### config.mk
export PLATFORM = sky130hd
export DESIGN_NAME = sdram_rr_arb
export DESIGN_NICKNAME = d
export VERILOG_FILES = /design/src/rtl/sdram_rr_arb.sv
export SDC_FILE = /design/constraint.sdc
export NUM_CORES = 1
export LEC_CHECK = 0
export ABC_CLOCK_PERIOD_IN_PS = 6300
export BUFFER_PORTS_ARGS = -buffer_cell sky130_fd_sc_hd__buf_2
export CAP_MARGIN = 15
export CELL_PAD_IN_SITES_DETAIL_PLACEMENT = 0
export CELL_PAD_IN_SITES_GLOBAL_PLACEMENT = 1
export CORE_AREA = 4 4 151 153
export CTS_CLUSTER_DIAMETER = 40
export DETAILED_ROUTE_END_ITERATION = 6
export DIE_AREA = 0 0 155 157
export GPL_ROUTABILITY_DRIVEN = 1
export PLACE_DENSITY = 0.71
export SYNTH_ARGS = -nofsm -noshare
export SYNTH_HDL_FRONTEND = slang
export SYNTH_SLANG_ARGS = --single-unit
### constraint.sdc
create_clock -name clk -period 6.3 [get_ports clk]
set_input_delay 1.575 -clock clk [delete_from_list [all_inputs] [get_ports clk]]
set_output_delay 1.575 -clock clk [all_outputs]
set_load 0.05 [all_outputs]
### src/rtl/sdram_rr_arb.sv
// Round-robin arbiter sharing one SDRAM controller command port among NPORTS
// requesters, with one outstanding transaction and a response watchdog.
module sdram_rr_arb #(
  parameter int unsigned NPORTS  = 4,
  parameter int unsigned AW      = 24,
  parameter int unsigned DW      = 32,
  parameter int unsigned TIMEOUT = 255,
  localparam int unsigned WEW    = DW / 8
) (
  input  logic                    clk,
  input  logic                    rst_n,
  input  logic [NPORTS-1:0]       p_rd,
  input  logic [NPORTS*WEW-1:0]   p_wr,
  input  logic [NPORTS*AW-1:0]    p_addr,
  input  logic [NPORTS*DW-1:0]    p_wdata,
  output logic [NPORTS-1:0]       p_rdy,
  output logic [NPORTS-1:0]       p_rvalid,
  output logic [NPORTS-1:0]       p_wvalid,
  output logic [NPORTS-1:0]       p_error,
  output logic [DW-1:0]           p_rdata,
  output logic                    c_rd,
  output logic [WEW-1:0]          c_wr,
  output logic [AW-1:0]           c_addr,
  output logic [DW-1:0]           c_wdata,
  input  logic                    c_rdy,
  input  logic                    c_rvalid,
  input  logic                    c_wvalid,
  input  logic                    c_error,
  input  logic [DW-1:0]           c_rdata,
  output logic                    timeout_flag
);

  localparam int unsigned PW = (NPORTS > 1) ? $clog2(NPORTS) : 1;
  localparam int unsigned TW = (TIMEOUT > 1) ? $clog2(TIMEOUT + 1) : 1;

  typedef enum logic {ST_IDLE, ST_WAIT} state_t;

  state_t          state, state_nxt;
  logic [PW-1:0]   ptr, ptr_nxt;
  logic [PW-1:0]   owner, owner_nxt;
  logic [TW-1:0]   wdog, wdog_nxt;
  logic            flag_nxt;

  logic [NPORTS-1:0] req;
  logic [WEW-1:0]    wr_a    [NPORTS];
  logic [AW-1:0]     addr_a  [NPORTS];
  logic [DW-1:0]     wdata_a [NPORTS];

  logic              any_req;
  logic [PW-1:0]     win;
  logic [PW-1:0]     owner_inc;
  logic              resp;

  // Unpack the flat per-port buses and form each port's request
  for (genvar g = 0; g < NPORTS; g++) begin : g_port
    assign wr_a[g]    = p_wr[g*WEW +: WEW];
    assign addr_a[g]  = p_addr[g*AW +: AW];
    assign wdata_a[g] = p_wdata[g*DW +: DW];
    assign req[g]     = p_rd[g] | (|wr_a[g]);
  end

  assign owner_inc = (owner == PW'(NPORTS - 1)) ? '0 : owner + PW'(1);
  assign resp      = c_rvalid | c_wvalid | c_error;

  // Round-robin search: first requester at or after ptr, wrapping
  always_comb begin
    int unsigned idx;
    logic [PW-1:0] idx_w;
    any_req = 1'b0;
    win     = '0;
    for (int unsigned k = 0; k < NPORTS; k++) begin
      idx   = (32'(ptr) + k) % NPORTS;
      idx_w = PW'(idx);
      if (!any_req && req[idx_w]) begin
        any_req = 1'b1;
        win     = idx_w;
      end
    end
  end

  // State, pointer, owner, watchdog and sticky flag registers
  always_ff @(posedge clk or negedge rst_n) begin
    if (!rst_n) begin
      state        <= ST_IDLE;
      ptr          <= '0;
      owner        <= '0;
      wdog         <= '0;
      timeout_flag <= 1'b0;
    end else begin
      state        <= state_nxt;
      ptr          <= ptr_nxt;
      owner        <= owner_nxt;
      wdog         <= wdog_nxt;
      timeout_flag <= flag_nxt;
    end
  end

  // Next-state and output decode; responses while idle are dropped
  always_comb begin
    state_nxt = state;
    ptr_nxt   = ptr;
    owner_nxt = owner;
    wdog_nxt  = wdog;
    flag_nxt  = timeout_flag;
    p_rdy     = '0;
    p_rvalid  = '0;
    p_wvalid  = '0;
    p_error   = '0;
    p_rdata   = '0;
    c_rd      = 1'b0;
    c_wr      = '0;
    c_addr    = '0;
    c_wdata   = '0;

    case (state)
      ST_IDLE: begin
        if (any_req) begin
          c_rd    = p_rd[win];
          c_wr    = wr_a[win];
          c_addr  = addr_a[win];
          c_wdata = wdata_a[win];
          if (c_rdy) begin
            p_rdy[win] = 1'b1;
            owner_nxt  = win;
            wdog_nxt   = '0;
            state_nxt  = ST_WAIT;
          end
        end
      end

      ST_WAIT: begin
        p_rvalid[owner] = c_rvalid;
        p_wvalid[owner] = c_wvalid;
        p_error[owner]  = c_error;
        if (c_rvalid) p_rdata = c_rdata;
        if (resp) begin
          state_nxt = ST_IDLE;
          ptr_nxt   = owner_inc;
        end else if (wdog == TW'(TIMEOUT - 1)) begin
          p_error[owner] = 1'b1;
          flag_nxt       = 1'b1;
          state_nxt      = ST_IDLE;
          ptr_nxt        = owner_inc;
        end else begin
          wdog_nxt = wdog + TW'(1);
        end
      end

      default: state_nxt = ST_IDLE;
    endcase
  end

endmodule
==> impl_results.md, run 1 <==
* Setup TNS at 0 ns
* Post_cts resized at 0
* Multiplexer share of the synthesized area at 1.06%
* RSZ-0062 raised after global routing: false
* Max Clk Rate at 0.175 GHz
* Layout Cells excl Fill at 1032
* Worst-path clk slew at 0.05 ns
* Max stage delay on crit path at 0.59 ns
* Switching Share at 67.5%
* Switching pwr at 1.83 mW
* Die area at 24300 um2
* Number of I/O pins at 392
* Flop pwr share at 5.0%
* Syn Area/Cell at 7.87 um2
* Final period utilization at 90.9%
* DR iter-0 viols at 706
* Gr ovfl total at 0
* Hold endpoint: timeout_flag
* Crit start category: input pin
* Width of the die at 155 um
* Buffers added on ports at 391
* Worst path slowest cell: o311a_2
* Count of final setup violators at 0
* CTS buffer count at 3
* Final Hold Fails at 0
* Main combinational cell family by area after synthesis: compound AO/OA/AOI/OAI gates
* Cell Rows at 54
* Tmin final at 5.72 ns
* Required time worst endpoint at 4.72 ns
* Slew @ Worst Pin at 0.629 ns
* Leakage power at 2.77 nW
* Max-cap viol count at 0
* Count leader, synth: nand3_1
* CTS Hold Bufs at 0
* Post-Place Worst Slack at 0.559 ns
* Clock net sink count at 14
* CTS tree: built
* Antenna-violating nets left at 0
* Most used cell, CP: buf_2
* Worst skew pair latency at 0.25 ns
* Status: complete, no violations
* P_int at 0.883 mW
* Initial core utilization at 14.2%
* Largest net degree at the start of global routing at 51
* Cell taking the most area after synthesis: a222oi_1
* Post-Synth XOR/XNOR Area at 0.858%
* Worst hold path cell count at 1
* Reg2Reg Depth at 6
* Die Y at 157 um
* Htree depth at 1
* Fin util at 24.9%
* Hold slack at 0.455 ns
* Post-synthesis cell area at 3060 um2
* Crit-path cells: buf_2, or4_4, o211ai_2, o31a_1, o311a_2, buf_12, nand3_1, a21oi_2, buf_2
* Synth top area share at 19.6%
* GP Congestion at 0.783
* DPL Wire Length at 16600 um
* Dpl cells at 1021
* Synth warn at 0
* Core Area at 21600 um2
* Top cells by count, synth: nand3_1, a21oi_2, a222oi_1
* R2R Setup Slk at 4.26 ns
* Logic gate share of total power at 90.6%
* Worst Setup End Kind: output pin
* Worst vdd ir at 0.166 mV
* Simple-gate share of the synthesized area at 28.6%
* Reg-to-reg startpoint: state
* CP arrival at 4.15 ns
* Net Count, Synth at 678
* Post-synth EDFFs at 0
* Setup Fix Bufs, Post-CTS at 0
* Synth Area in Compound Gates at 45.4%
* Pwr dens at 507 nW/um2
* Root Driver: clkbuf_16
* Final wirelength at 20300 um
* Longest Clk Path Bufs at 2
* Fin nets at 1035
* Clock Power Share at 4.4%
* Synth cell types at 49
* Async SR Flop Fraction at 100%
* Min-Delay Path Class: reg -> reg
* Post-synth top flop: dfrtp_1
* Routed vias at 4997
* Crit path kind: in -> out
* Area Growth Syn to Fin at 75.0%
* First-pass GRT wire length at 27800 um
* Drt drc at 0
* Antenna violations before repair at 8
* Mapped Cells at 389
* Fraction of layout cells with a size suffix above 1 at 65.3%
* Routed wire length per instance at 19.7 um
* R2r endpoint: wdog[7]
* Sequential-to-total area share from yosys stat at 11.4%
* Smallest setup slack after layout at 0.576 ns
* Synthesized-area fraction occupied by adder cells at 2.86%
* Hold wc startpoint: timeout_flag
* Critical path peak fanout at 43
* Number of global-route vias before repair at 4740
* Setup Skew at 0.00382 ns
* Slew Viols, Final at 0
* Synth top area cells: a222oi_1, a21oi_2, dfrtp_1, nand3_1, and3_1
* Slew headroom at 58.1%
* Vias/cell at 4.84
* Iteration count of the initial detailed-routing pass at 6
* Yosys reg bits at 14
* Gr usage total at 14.4%
==> cell type report <==
| type | count | area (um2) |
|---|---|---|
| inverter | 5 | 18.8 |
| multi-input combinational | 320 | 2440 |
| antenna | 8 | 20.0 |
| sequential | 14 | 350 |
| clock buffer | 3 | 75.1 |
| tap | 280 | 350 |
| fill | 2412 | 16200 |
| timing repair buffer | 402 | 2100 |
==> layout by cell type, fill, tap and decap left out, types with 2 or more instances in the layout <==
cell / instances
a222oi_1: 60
nor2_4: 3
nor2_1: 6
nor3_1: 3
nand3_1: 64
mux2_2: 2
xor2_1: 2
nor2b_1: 2
or4_4: 3
and2_1: 5
diode_2: 8
clkbuf_16: 3
and3_1: 41
o21ai_1: 5
o21a_1: 3
buf_2: 391
buf_4: 6
a21oi_2: 61
inv_1: 5
nand4_1: 2
a21oi_1: 3
buf_12: 5
o21ai_0: 7
or3_1: 4
dfrtp_1: 14
ha_1: 7
nand2_1: 12
==> state kept, by name (all words and copies together) (netlist names) <==
register,cells
wdog,8
owner,2
ptr,2
state,1
timeout_flag,1
==> layer usage <==
layer / global-route usage, % / routed length, um
met2: 25.0 / 10300
met1: 18.6 / 7990
met3: 2.31 / 1600
met5: 0 / 0
met4: 3.66 / 356
==> how the worst max path moves through the flow <==
stage	to	depth (start not counted)	slack, ns	from
floorplan	c_rd	8	1.00	p_rd[3]
CTS	c_wr[3]	9	0.55	p_wr[2]
global placement	c_wr[3]	9	0.52	p_wr[8]
finish	c_wr[3]	9	0.58	p_wr[8]
detailed placement	c_wr[1]	9	0.56	p_wr[8]
global route	c_wr[1]	9	0.44	p_wr[8]
==> power groups by stage <==
| stage | logic [mW] | clock network (mW) | registers (mW) |
|---|---|---|---|
| final | 2.46 | 0.121 | 0.135 |
| after CTS | 2.48 | 0.123 | 0.133 |
| after global routing | 2.61 | 0.127 | 0.136 |
| after detailed placement | 2.48 | 0 | 0.135 |
| after global placement | 2.48 | 0 | 0.135 |
| after floorplan | 1.88 | 0 | 0.116 |
==> through the flow <==
stage | total power [mW] | cell area, um2
global placement | 2.61 | 5260
global route | 2.87 | 5360
floorplan | 2.00 | 3060
finish | 2.72 | 5360
CTS | 2.74 | 5340
detailed placement | 2.61 | 5260
==> critical path, delay by kind of cell <==
family | cells | cell delay (ns)
simple gates | 2 | 0.75
compound gates | 4 | 1.07
buf+inv | 3 | 0.71
==> cell families (layout without fill, tap and decap cells) <==
logic type,count (synthesis),after routing
mux,3,3
buf+inv,55,410
flops,14,14
xor+xnor,3,3
compound gates,155,155
fa+ha+maj,7,7
simple gates,152,152
other cells,0,8
(Power assumes the default switching activity.)
==> run 2, diff against run 1 <==
==> config.mk (replaced) <==
export PLATFORM = sky130hd
export DESIGN_NAME = sdram_rr_arb
export DESIGN_NICKNAME = d
export VERILOG_FILES = /design/src/rtl/sdram_rr_arb.sv
export SDC_FILE = /design/constraint.sdc
export NUM_CORES = 1
export LEC_CHECK = 0
export ABC_CLOCK_PERIOD_IN_PS = 6300
export BUFFER_PORTS_ARGS = -buffer_cell sky130_fd_sc_hd__buf_4
export CAP_MARGIN = 15
export CELL_PAD_IN_SITES_DETAIL_PLACEMENT = 0
export CELL_PAD_IN_SITES_GLOBAL_PLACEMENT = 1
export CORE_AREA = 2 2 153 155
export CTS_CLUSTER_DIAMETER = 40
export DETAILED_ROUTE_END_ITERATION = 6
export DIE_AREA = 0 0 155 157
export GPL_ROUTABILITY_DRIVEN = 1
export PLACE_DENSITY = 0.68
export SYNTH_ARGS = -nofsm -noshare
export SYNTH_HDL_FRONTEND = slang
export SYNTH_SLANG_ARGS = --single-unit
==> run 2 against run 1 <==
Net effect:
- the flow now finishes with violations (DRC)
- first-iteration DRC count is 23% lower
- largest cell class is now buffers
- clock skew grew 0.0029 ns
- count of clock-buffer cells in the layout increased by 1
==> impl_results.md, run 2 (synthesis gave the netlist of run 1 again) <==
* Failing checks: DRC
* DPL Wire Length at 16000 um (-3.8%)
* Most frequent cells in the layout: buf_4, nand3_1, a21oi_2
* Die area at 24300 um2 (unchanged)
* Reg2Reg Depth at 6 (unchanged)
* Fraction of layout cells with a size suffix above 1 at 65.4% (+0.093 points)
* Antenna-violating nets left at 0 (unchanged)
* Largest register FFs at 8 (unchanged)
* CP arrival at 4.11 ns (-0.04 ns)
* Root Driver: clkbuf_16
* Reg-to-reg startpoint: state
* Initial core utilization at 13.6% (-0.60 points)
* Worst hold path cell count at 1 (unchanged)
* Number of I/O pins at 392 (unchanged)
* Final Power at 2.93 mW (+7.8%)
* Fin nets at 1036 (+0.097%)
* CTS tree: built
* Slew @ Worst Pin at 0.675 ns (+0.0460 ns)
* Top reg by flops: wdog
* Status: finished, violations left
* R2R Setup Slk at 4.31 ns (+0.05 ns)
* Hold endpoint: timeout_flag
* Worst-path clk slew at 0.05 ns (about the same)
* Worst skew pair latency at 0.24 ns (about the same)
* Tmin final at 5.69 ns (-0.0343 ns)
* Max Clk Rate at 0.176 GHz (+0.60%)
* Largest net degree at the start of global routing at 61 (+20%)
* Slew Viols, Final at 0 (unchanged)
* Gr ovfl total at 0 (unchanged)
* Routed wire length per instance at 19.6 um (-0.11%)
* Number of global-route vias before repair at 4679 (-1.3%)
* Met1 GRT Util at 19.3% (+0.77 points)
* Drt drc at 12 (+12)
* Clock net sink count at 14 (unchanged)
* Antenna violations before repair at 0 (-8)
* Setup Fix Bufs, Post-CTS at 0 (unchanged)
* Area Growth Syn to Fin at 106%
* Critical path peak fanout at 37 (-14%)
* Final wirelength at 20200 um (-0.20%)
* CTS buffer count at 3 (unchanged)
* M2 GR Usage at 26.2% (+1.3 points)
* Longest Clk Path Bufs at 2 (unchanged)
* Setup Skew at 0.00673 ns (+0.00291 ns)
* Width of the die at 155 um (unchanged)
* First-pass GRT wire length at 28800 um (+3.2%)
* Worst path slowest cell: or4_4
* Max stage delay on crit path at 0.58 ns (about the same)
* Core Area at 22500 um2 (+4.4%)
* Pwr dens at 463 nW/um2 (-8.6%)
* Buffers added on ports at 391 (unchanged)
* Worst Setup End Kind: output pin
* Slew headroom at 55.0% (-3.1 points)
* Leakage power at 3.04 nW (+9.9%)
* Biggest regs: wdog x8, owner x2, ptr x2
* Count of final setup violators at 0 (unchanged)
* DR iter-0 viols at 545 (-23%)
* Hold wc startpoint: timeout_flag
* Htree depth at 1 (unchanged)
* Max-cap viol count at 0 (unchanged)
* Final period utilization at 90.3% (-0.54 points)
* Die Y at 157 um (unchanged)
* Crit-path cells: buf_4, or4_4, nor2_8, o21ai_2, a211oi_4, buf_4, a222oi_1, a21oi_2, buf_4
* Setup TNS at 0 ns (unchanged)
* Worst vdd ir at 0.223 mV (+34%)
* CTS Hold Bufs at 0 (unchanged)
* GR Layer Usage met3 at 2.97% (+0.66 points)
* Iteration count of the initial detailed-routing pass at 7 (+1)
* Cell Rows at 55 (+1.9%)
* Required time worst endpoint at 4.72 ns (about the same)
* Fin util at 28.1% (+3.2 points)
* GP Congestion at 0.856 (+9.3%)
* RSZ-0062 raised after global routing: false
* Gr usage total at 14.9% (+0.57 points)
* Commonest non-fill, non-tap cell in the layout: buf_4
* N_diodes at 0 (-8)
* Crit start category: input pin
* Vias/cell at 4.78 (-1.3%)
* GR peak layer: met2
* Fillers at 2447 (+1.5%)
* R2r endpoint: wdog[7]
* Routed vias at 4925 (-1.4%)
* Min-Delay Path Class: reg -> reg
* Post_cts resized at 0 (unchanged)
* Final Hold Fails at 0 (unchanged)
* Most used cell, CP: buf_4
* Crit path kind: in -> out
## run 2: worst max-delay path: cells and delay by family
family          cells  cell delay, ns
compound gates      4            0.92
buf+inv             3            0.82
simple gates        2            0.77
## run 2: where the power goes
part	internal [mW]	switching, mW
Combinational	0.867	1.80
Clock	0.0961	0.0362
Sequential	0.104	0.0280
## run 2: routing by layer
metal  up-vias  wire length (um)
li1       2314                 -
met1      2299              8150
met2       296             10100
met3        16              1750
met4         0               270
met5         -                 0
## run 2: worst max path at each step
stage          startpoint         end  slack, ns  depth (start not counted)
6_report          p_wr[8]  c_wdata[8]       0.61                          9
5_1_grt           p_wr[8]  c_wdata[8]       0.50                          9
4_1_cts           p_wr[8]  c_addr[14]       0.65                          9
3_5_place_dp      p_wr[8]  c_addr[14]       0.64                          9
3_3_place_gp      p_wr[8]     c_wr[3]       0.65                          9
2_1_floorplan     p_rd[3]        c_rd       1.00                          8
## run 2: area by class of cell
| type | instances | area, um2 | area share [%] |
|---|---|---|---|
| clock buffer | 4 | 88.8 | 1.41 |
| multi-input combinational | 320 | 2440 | 38.6 |
| sequential | 14 | 350 | 5.54 |
| timing repair buffer | 403 | 3060 | 48.5 |
| tap | 285 | 357 | 5.64 |
| inverter | 5 | 18.8 | 0.297 |
## run 2: metrics by stage
step / setup WS [ns] / cells / hold slack, ns / cell area, um2
after detailed placement: 0.645 / 1027 / 0.466 / 6230
final: 0.610 / 1031 / 0.473 / 6320
after floorplan: 1.00 / 389 / 0.489 / 3060
after global routing: 0.503 / 1031 / 0.498 / 6320
after global placement: 0.651 / 1027 / 0.446 / 6230
after CTS: 0.646 / 1031 / 0.488 / 6320
==> run 3, diff against run 2 <==
--- a/config.mk
+++ b/config.mk
@@ -11,6 +11,7 @@
 export CELL_PAD_IN_SITES_DETAIL_PLACEMENT = 0
 export CELL_PAD_IN_SITES_GLOBAL_PLACEMENT = 1
 export CORE_AREA = 2 2 153 155
+export CTS_BUF_LIST = sky130_fd_sc_hd__clkbuf_16
 export CTS_CLUSTER_DIAMETER = 40
 export DETAILED_ROUTE_END_ITERATION = 6
 export DIE_AREA = 0 0 155 157
==> run 3 against run 2 <==
Net effect:
- the run still ends with DRC left
- global-route usage about the same
- fmax about the same
- highest routed layer unchanged
- largest cell class unchanged
- critical endpoint unchanged
- wire length about the same
==> impl_results.md, run 3 (synthesis gave the netlist of run 1 again) <==
* Failing checks: DRC
* Core Area at 22500 um2 (unchanged)
* Placed cell area at 6230 um2 (unchanged)
* Antenna violations before repair at 0 (unchanged)
* Required time worst endpoint at 4.72 ns (about the same)
* Biggest regs: wdog x8, owner x2, ptr x2
* Area Growth Syn to Fin at 106%
* Drt drc at 1 (-11)
* DPL Wire Length at 16000 um (unchanged)
* Slew headroom at 56.3% (+1.3 points)
* Pwr dens at 462 nW/um2 (-0.25%)
* Largest register FFs at 8 (unchanged)
* CTS tree: built
* Max stage delay on crit path at 0.58 ns (about the same)
* Fin nets at 1036 (unchanged)
* Largest net degree at the start of global routing at 61 (unchanged)
* Gr usage total at 14.9% (about the same)
* Clock Power Share at 4.1% (-0.4 points)
* R2R Setup Slk at 4.31 ns (about the same)
* Hold wc startpoint: timeout_flag
* Buffers added on ports at 391 (unchanged)
* N_diodes at 0 (unchanged)
* Fraction of layout cells with a size suffix above 1 at 65.3% (-0.13 points)
* Die Y at 157 um (unchanged)
* CTS buffer count at 3 (unchanged)
* Gr ovfl total at 0 (unchanged)
* Iteration count of the initial detailed-routing pass at 7 (unchanged)
* Layout Cells excl Fill at 1031 (unchanged)
* Root Driver: clkbuf_16
* Slew Viols, Final at 0 (unchanged)
* Crit start category: input pin
* Initial core utilization at 13.6% (unchanged)
* Vias/cell at 4.78 (unchanged)
* Top reg by flops: wdog
* Tmin final at 5.69 ns (+0.00291 ns)
* Longest Clk Path Bufs at 2 (unchanged)
* Final wirelength at 20200 um (about the same)
* Clock net sink count at 14 (unchanged)
* Routed wire length per instance at 19.6 um (about the same)
* Final Hold Fails at 0 (unchanged)
* Setup TNS at 0 ns (unchanged)
* Worst vdd ir at 0.223 mV (about the same)
* Routed vias at 4925 (unchanged)
* Die area at 24300 um2 (unchanged)
* Worst Setup SP: p_wr[8]
* Switching Share at 63.9% (+0.27 points)
* Setup Fix Bufs, Post-CTS at 0 (unchanged)
* Commonest non-fill, non-tap cell in the layout: buf_4
* GP Congestion at 0.856 (unchanged)
* Flop pwr share at 4.5% (about the same)
* Status: finished, violations left
* Cell Rows at 55 (unchanged)
* Most used cell, CP: buf_4
* Count of final setup violators at 0 (unchanged)
* RSZ-0062 raised after global routing: false
* Crit-path cells: buf_4, or4_4, nor2_8, o21ai_2, a211oi_4, buf_4, a222oi_1, a21oi_2, buf_4
* Worst-path clk slew at 0.05 ns (about the same)
* Min-Delay Path Class: reg -> reg
* Number of I/O pins at 392 (unchanged)
* DR iter-0 viols at 540 (-0.92%)
* Final period utilization at 90.4% (about the same)
* Dpl cells at 1027 (unchanged)
* Worst Setup End Kind: output pin
* Final Instance Area at 6310 um2 (-0.16%)
* Antenna-violating nets left at 0 (unchanged)
* Slew @ Worst Pin at 0.655 ns (-0.0195 ns)
* Post_cts resized at 0 (unchanged)
* Setup Skew at 0.00816 ns (+0.00143 ns)
* CTS Hold Bufs at 0 (unchanged)
* Worst path slowest cell: or4_4
* Reg-to-reg startpoint: state
* Width of the die at 155 um (unchanged)
* First-pass GRT wire length at 28800 um (about the same)
* Crit path kind: in -> out
* Logic gate share of total power at 91.4% (+0.4 points)
* Worst skew pair latency at 0.24 ns (about the same)
* Switching pwr at 1.86 mW (about the same)
* Number of global-route vias before repair at 4682 (+0.064%)
* Max-cap viol count at 0 (unchanged)
* Most frequent cells in the layout: buf_4, nand3_1, a21oi_2
* Htree depth at 1 (unchanged)
* Leakage power at 3.03 nW (-0.19%)
* Max Clk Rate at 0.176 GHz (about the same)
* P_int at 1.05 mW (-1.2%)
* Critical path peak fanout at 37 (unchanged)
* CP arrival at 4.12 ns (about the same)
[run 3: cell types whose count changed in the layout (fill, tap and decap cells not counted), sizes merged]
cell	delta
clkbuf	-1
clkinv	+1
[run 3: power groups by stage]
stage	registers (mW)	logic (mW)	clock network, mW
after CTS	0.131	2.69	0.121
after global placement	0.132	2.69	0
final	0.131	2.67	0.119
after global routing	0.135	2.81	0.129
after detailed placement	0.132	2.69	0
after floorplan	0.116	1.88	0
[run 3: layer usage]
metal	global-route usage, %	vias up	wire length [um]
li1	-	2315	-
met1	19.3	2306	8130
met2	26.2	288	10100
met3	2.97	16	1740
met4	2.07	0	311
met5	0	-	0
[run 3: worst paths after layout]
kind / endpoint / cells past startpoint
max in group asynchronous: wdog[4] / 1
min in group asynchronous: wdog[1] / 1
min reg2reg: timeout_flag / 1
max: c_wdata[8] / 9
max reg2reg: wdog[7] / 6
min: timeout_flag / 1
[run 3: per-stage QoR]
| step | setup WS (ns) | power [mW] | util, % | hold WS, ns |
|---|---|---|---|---|
| floorplan | 1.00 | 2.00 | - | 0.489 |
| global placement | 0.651 | 2.82 | 27.7 | 0.446 |
| detailed placement | 0.645 | 2.82 | 27.7 | 0.466 |
| CTS | 0.646 | 2.94 | 28.0 | 0.488 |
| global route | 0.503 | 3.08 | 28.0 | 0.498 |
| finish | 0.607 | 2.92 | 28.0 | 0.473 |
[run 3: final cells by class]
type | instances | area [um2]
inverter | 5 | 18.8
sequential | 14 | 350
clock inverter | 1 | 3.75
timing repair buffer | 403 | 3060
clock buffer | 3 | 75.1
tap | 285 | 357
fill | 2448 | 16200
multi-input combinational | 320 | 2440
[run 3: worst max-delay path: cells and delay by family]
kind / cells / cell delay (ns)
AOI/OAI and AO/OA: 4 / 0.92
and+or+nand+nor: 2 / 0.77
buffers and inverters: 3 / 0.82
